--- config.mk ---
export PLATFORM = sky130hd
export DESIGN_NAME = ioport_ctrl
export DESIGN_NICKNAME = d
export VERILOG_FILES = /design/src/rtl/ioport_pkg.sv /design/src/rtl/io_debounce.sv /design/src/rtl/ioport_ctrl.sv
export SDC_FILE = /design/constraint.sdc
export NUM_CORES = 1
export LEC_CHECK = 0
export CAP_MARGIN = 15
export CORE_AREA = 8 8 105 107
export CTS_CLUSTER_SIZE = 16
export DETAILED_ROUTE_END_ITERATION = 6
export DIE_AREA = 0 0 113 115
export PLACE_DENSITY = 0.74
export REMOVE_ABC_BUFFERS = 1
export SYNTH_ARGS = -nofsm -noshare
export SYNTH_HDL_FRONTEND = slang
export SYNTH_SLANG_ARGS = --single-unit
--- constraint.sdc ---
create_clock -name clk -period 1.57 [get_ports clk]
set_input_delay 0.157 -clock clk [delete_from_list [all_inputs] [get_ports clk]]
set_output_delay 0.157 -clock clk [all_outputs]
set_load 0.01 [all_outputs]
--- src/rtl/ioport_pkg.sv ---
// Shared definitions for the ioport controller: register map and counter sizing.
package ioport_pkg;

  localparam logic [2:0] ADDR_OUT = 3'd0;
  localparam logic [2:0] ADDR_DIR = 3'd1;
  localparam logic [2:0] ADDR_SET = 3'd2;
  localparam logic [2:0] ADDR_CLR = 3'd3;
  localparam logic [2:0] ADDR_TGL = 3'd4;
  localparam logic [2:0] ADDR_IN  = 3'd5;
  localparam logic [2:0] ADDR_EVT = 3'd6;
  localparam logic [2:0] ADDR_IEN = 3'd7;

  // Bits needed to hold the values 0..n-1 (at least one bit).
  function automatic int cnt_w(input int n);
    return (n <= 2) ? 1 : $clog2(n);
  endfunction

endpackage

--- src/rtl/io_debounce.sv ---
// Single-pin debouncer: db follows sync only after DB_CNT consecutive differing ticks.
module io_debounce #(
  parameter int DB_CNT = 3,
  parameter int CW     = 2
) (
  input  logic clk,
  input  logic resetq,
  input  logic tick_i,
  input  logic armed_i,
  input  logic sync_i,
  output logic db_o,
  output logic chg_o
);

  logic          db_q;
  logic          db_d;
  logic [CW-1:0] cnt_q;
  logic [CW-1:0] cnt_d;
  logic          hit_s;

  assign hit_s = (cnt_q == CW'(DB_CNT - 1));

  // The first tick only captures the pin; chg pulses in the same cycle db flips.
  always_comb begin
    db_d  = db_q;
    cnt_d = cnt_q;
    chg_o = 1'b0;
    if (tick_i) begin
      if (!armed_i) begin
        db_d  = sync_i;
        cnt_d = {CW{1'b0}};
      end else if (sync_i == db_q) begin
        cnt_d = {CW{1'b0}};
      end else if (hit_s) begin
        db_d  = sync_i;
        cnt_d = {CW{1'b0}};
        chg_o = 1'b1;
      end else begin
        cnt_d = cnt_q + CW'(1);
      end
    end else begin
      cnt_d = cnt_q;
    end
  end

  always_ff @(posedge clk or negedge resetq) begin
    if (!resetq) begin
      db_q  <= 1'b0;
      cnt_q <= {CW{1'b0}};
    end else begin
      db_q  <= db_d;
      cnt_q <= cnt_d;
    end
  end

  assign db_o = db_q;

endmodule

--- src/rtl/ioport_ctrl.sv ---
// CPU-side controller for one 8-bit ioport: shadow registers, port_we sequencing,
// synchronised/debounced inputs and a sticky maskable change interrupt.
module ioport_ctrl
  import ioport_pkg::*;
#(
  parameter int DB_DIV = 1000,
  parameter int DB_CNT = 3
) (
  input  logic       clk,
  input  logic       resetq,
  input  logic       bus_we,
  input  logic       bus_re,
  input  logic [2:0] bus_addr,
  input  logic [7:0] bus_wd,
  output logic [7:0] bus_rd,
  output logic       port_we,
  output logic [7:0] port_wd,
  output logic [7:0] port_dir,
  input  logic [7:0] port_rd,
  output logic       irq
);

  localparam int PW = cnt_w(DB_DIV);
  localparam int CW = cnt_w(DB_CNT + 1);

  logic [7:0]    out_q, out_d, dir_q, dir_d, ien_q, ien_d, evt_q, evt_d;
  logic [7:0]    rd_q, rd_mux_s, evt_clr_s;
  logic [7:0]    sync1_q, sync2_q, db_s, chg_s;
  logic [PW-1:0] presc_q;
  logic          port_we_q, init_q, irq_q, armed_q, out_wr_s, tick_s;

  assign tick_s = (presc_q == PW'(DB_DIV - 1));

  for (genvar i = 0; i < 8; i++) begin : g_db
    io_debounce #(.DB_CNT(DB_CNT), .CW(CW)) u_db (
      .clk     (clk),
      .resetq  (resetq),
      .tick_i  (tick_s),
      .armed_i (armed_q),
      .sync_i  (sync2_q[i]),
      .db_o    (db_s[i]),
      .chg_o   (chg_s[i])
    );
  end

  // Register write decode; a clear and a simultaneous change event resolve to set.
  always_comb begin
    out_d     = out_q;
    dir_d     = dir_q;
    ien_d     = ien_q;
    evt_clr_s = 8'h00;
    out_wr_s  = 1'b0;
    if (bus_we) begin
      case (bus_addr)
        ADDR_OUT: begin out_d = bus_wd;          out_wr_s = 1'b1; end
        ADDR_SET: begin out_d = out_q | bus_wd;  out_wr_s = 1'b1; end
        ADDR_CLR: begin out_d = out_q & ~bus_wd; out_wr_s = 1'b1; end
        ADDR_TGL: begin out_d = out_q ^ bus_wd;  out_wr_s = 1'b1; end
        ADDR_DIR: dir_d = bus_wd;
        ADDR_EVT: evt_clr_s = bus_wd;
        ADDR_IEN: ien_d = bus_wd;
        default:  out_wr_s = 1'b0;
      endcase
    end else begin
      out_wr_s = 1'b0;
    end
    evt_d = (evt_q & ~evt_clr_s) | chg_s;
  end

  always_comb begin
    case (bus_addr)
      ADDR_OUT, ADDR_SET, ADDR_CLR, ADDR_TGL: rd_mux_s = out_q;
      ADDR_DIR: rd_mux_s = dir_q;
      ADDR_IN:  rd_mux_s = db_s;
      ADDR_EVT: rd_mux_s = evt_q;
      ADDR_IEN: rd_mux_s = ien_q;
      default:  rd_mux_s = 8'h00;
    endcase
  end

  // init_q forces one port_we pulse after reset so the pads load OUT = 0.
  always_ff @(posedge clk or negedge resetq) begin
    if (!resetq) begin
      out_q     <= 8'h00;
      dir_q     <= 8'h00;
      ien_q     <= 8'h00;
      evt_q     <= 8'h00;
      rd_q      <= 8'h00;
      irq_q     <= 1'b0;
      port_we_q <= 1'b0;
      init_q    <= 1'b0;
      sync1_q   <= 8'h00;
      sync2_q   <= 8'h00;
      presc_q   <= {PW{1'b0}};
      armed_q   <= 1'b0;
    end else begin
      out_q     <= out_d;
      dir_q     <= dir_d;
      ien_q     <= ien_d;
      evt_q     <= evt_d;
      rd_q      <= bus_re ? rd_mux_s : rd_q;
      irq_q     <= |(evt_q & ien_q);
      port_we_q <= out_wr_s | ~init_q;
      init_q    <= 1'b1;
      sync1_q   <= port_rd;
      sync2_q   <= sync1_q;
      presc_q   <= tick_s ? {PW{1'b0}} : presc_q + PW'(1);
      armed_q   <= armed_q | tick_s;
    end
  end

  assign bus_rd   = rd_q;
  assign port_we  = port_we_q;
  assign port_wd  = out_q;
  assign port_dir = dir_q;
  assign irq      = irq_q;

endmodule

==> impl_metrics.json <==
{
  "num-nets-final": 592,
  "syn_area_per_cell_sq_um": 10.34,
  "io_buffer_count": 48,
  "fin_crit_sh": 1.034,
  "postRouteAntennaNets": 0,
  "wire_per_inst_microns": 16.60,
  "holdWs_ns": 0.2272,
  "numCtsBuffers": 9,
  "p_leak_nw": 2.755,
  "critPathBufInv": 0,
  "maxCapViolCount": 0,
  "synthFlopType": "dfrtp_1",
  "seq_area_frac_synth": 0.5149,
  "worstSkewPairLatency_ns": 0.36,
  "synth_cell_types": 51,
  "grt_antenna_before_repair": 0,
  "yosysWarnings": 0,
  "rsz0062_at_grt": "yes",
  "rows": 36,
  "grt_pass1_wl_microns": 18390,
  "start_util": 0.4829,
  "worst_pin_slew_ns": 0.5412,
  "tritoncts": "done",
  "yosysTopAreaCellShare": 0.5149,
  "setup_slack_ns": -0.05333,
  "fmax_mhz": 616.0,
  "htreeDepth": 3,
  "fin_skew_ns": 0.009677,
  "ys_top_cells_by_area": "dfrtp_1, nand2_1, o21ai_0, mux2_2, ha_1",
  "drt-pass1-iter-count": 4,
  "max_stage_delay_ns": 0.36,
  "routed_wl_microns": 11140,
  "area_growth_pct": 33.91,
  "synth.top_cells.by_count": "dfrtp_1, nand2_1, o21ai_0, inv_1",
  "ios": 49,
  "path_clk_slew_ns": 0.10,
  "netlist_area_sq_um": 4568,
  "p_clk_frac": 0.302,
  "n_antenna_cell": 0,
  "cpMaxStageDelayCell": "dfrtp_1",
  "cts_root_buffer": "clkbuf_8",
  "syn_inst": 442,
  "p_int_mw": 4.041,
  "finalSetupViolCount": 11,
  "drive_above_1_share": 0.2765,
  "cts_buffer_depth": 2,
  "finalCriticalPeriod_ns": 1.623,
  "clock_sinks": 94,
  "synth_seq_cells": 94,
  "p_sw_frac": 0.2915,
  "tns_ns": -0.3454,
  "critPathCaptureType": "flop",
  "grt_max_degree": 95,
  "ir_drop_mv": 0.4914,
  "grt_pass1_vias": 3793,
  "startpoint_type": "flop",
  "grt_overflow": 0,
  "routabilityCongestion": 0.8127,
  "slew_viol_final": 0,
  "hpwl_microns": 7740,
  "fillers": 723,
  "die_area_sq_um": 13000,
  "min_path_type": "input port to flop",
  "fp.dieH_microns": 115,
  "seq_power_share": 0.502,
  "critPathKind": "flop to flop",
  "violations": "negative setup slack",
  "drc": 0,
  "synth.most_common_cell": "dfrtp_1",
  "drtIter0Drc": 167,
  "power.density_nw_per_um2": 932.5,
  "synth-edff-count": 0,
  "final_hold_viol_count": 0,
  "combPwrFrac": 0.196,
  "critPathMaxFanout": 7,
  "power.switching_mw": 1.663,
  "required_ns": 1.81,
  "grt_usage": 0.1757,
  "slew_headroom": 0.6392,
  "core_area_sq_um": 9459,
  "yosysTopAreaCell": "dfrtp_1",
  "path_delay_family": "simple AND/OR/NAND/NOR gates",
  "dpl_worst_slack_ns": -0.2637,
  "outcome": "finished, violations left",
  "die_w_microns": 113,
  "ys_async_sr_fraction": 1.000,
  "worstPathCellList": "ha_2 > and4bb_4 > nand3_4 > a21oi_2 > mux2_4",
  "vias": 3653,
  "cp_data_arrival_time_ns": 1.87,
  "final_area_sq_um": 6117,
  "viasPerCell": 5.444,
  "placed_area_sq_um": 5592
}
[flip-flops by register name, indices dropped and copies added, names as in the netlist]
signal,flops
armed_q,1
ien_q,8
g_db.u_db.cnt_q,16
init_q,1
sync1_q,8
port_dir,8
evt_q,8
bus_rd,8
port_we,1
irq,1
sync2_q,8
g_db.u_db.db_o,8
presc_q,10
port_wd,8
[final cells by class]
cell class / instances / area (sq um) / area share
clock buffer: 9 / 123.9 / 0.02025
clock inverter: 7 / 88.84 / 0.01452
inverter: 24 / 90.09 / 0.01473
multi-input combinational: 305 / 2206 / 0.3606
sequential: 94 / 2359 / 0.3856
tap: 114 / 142.6 / 0.02332
timing repair buffer: 118 / 1107 / 0.1810
[metrics by stage]
stage	util	instances	power [mW]
after detailed placement	0.5911	647	4.004
after global routing	0.6467	671	6.015
final	0.6467	671	5.704
after floorplan	-	422	3.308
after global placement	0.5911	647	3.962
after CTS	0.6261	670	5.734
[per-layer routing]
layer / GRT usage / wire, microns / vias to the layer above
li1: - / - / 1770
met4: 0.06661 / 171 / 0
met5: 0 / 0 / -
met2: 0.2996 / 5752 / 70
met3: 0.03099 / 421 / 11
met1: 0.2184 / 4793 / 1802
[logic make-up (layout without fill, tap and decap cells)]
group | count (synthesis) | after routing | synth area share
AO/OA/AOI/OAI | 108 | 108 | 0.1526
XOR/XNOR | 14 | 14 | 0.02684
adder cells (fa/ha/maj) | 17 | 17 | 0.04656
buffers and inverters | 44 | 158 | 0.04328
flip-flops | 94 | 94 | 0.5149
multiplexers | 19 | 19 | 0.04684
other | 1 | 1 | 0.0008209
AND/OR/NAND/NOR | 145 | 146 | 0.1682
[worst paths after layout]
check | depth (start not counted) | end | startpoint | slack [ns]
setup / recovery | 5 | g_db[0].u_db.db_o | presc_q[0] | -0.05
hold reg to reg | 0 | sync2_q[0] | sync1_q[0] | 0.35
max in group asynchronous | 3 | g_db[0].u_db.cnt_q[1] | resetq | 0.80
setup reg to reg | 5 | g_db[0].u_db.db_o | presc_q[0] | -0.05
hold / removal | 1 | sync1_q[1] | port_rd[1] | 0.23
min in group asynchronous | 3 | init_q | resetq | 0.36
[layout by cell type (no fill, tap or decap), types with 7 or more instances in the layout]
cell type,Yosys,final
a21oi_2,1,8
buf_4,1,56
buf_6,2,9
clkbuf_8,0,9
clkdlybuf4s50_1,0,47
dfrtp_1,94,89
ha_1,17,16
inv_1,24,24
mux2_2,19,12
mux2_4,0,7
nand2_1,66,58
nand2_2,0,8
nand2b_1,16,16
nor2_1,19,17
nor2b_1,8,8
o21ai_0,43,25
o21ai_2,0,15
o22ai_1,9,9
xor2_1,9,9
[power groups by stage]
stage | sequential (mW) | combinational [mW] | clock (mW)
detailed placement | 2.91 | 1.10 | 0
CTS | 2.86 | 1.10 | 1.77
global placement | 2.90 | 1.06 | 0
floorplan | 2.91 | 0.399 | 0
finish | 2.86 | 1.12 | 1.72
global route | 2.90 | 1.23 | 1.89
[what timing repair did]
item	4_1_cts	5_1_grt
pin swaps	4	17
endpoints found under the setup margin	32	35
hold endpoints to repair	94	0
gates resized for setup	18	64
setup buffers	5	1
cloned	1	1
hold buffers	1	0
[worst reg2reg max path, cell delays in order (launching register included)]
cell and delay [ns]:
dfrtp_1 0.36, ha_2 0.18, and4bb_4 0.30, nand3_4 0.17, a21oi_2 0.19, mux2_4 0.31
(Power assumes the default switching activity.)
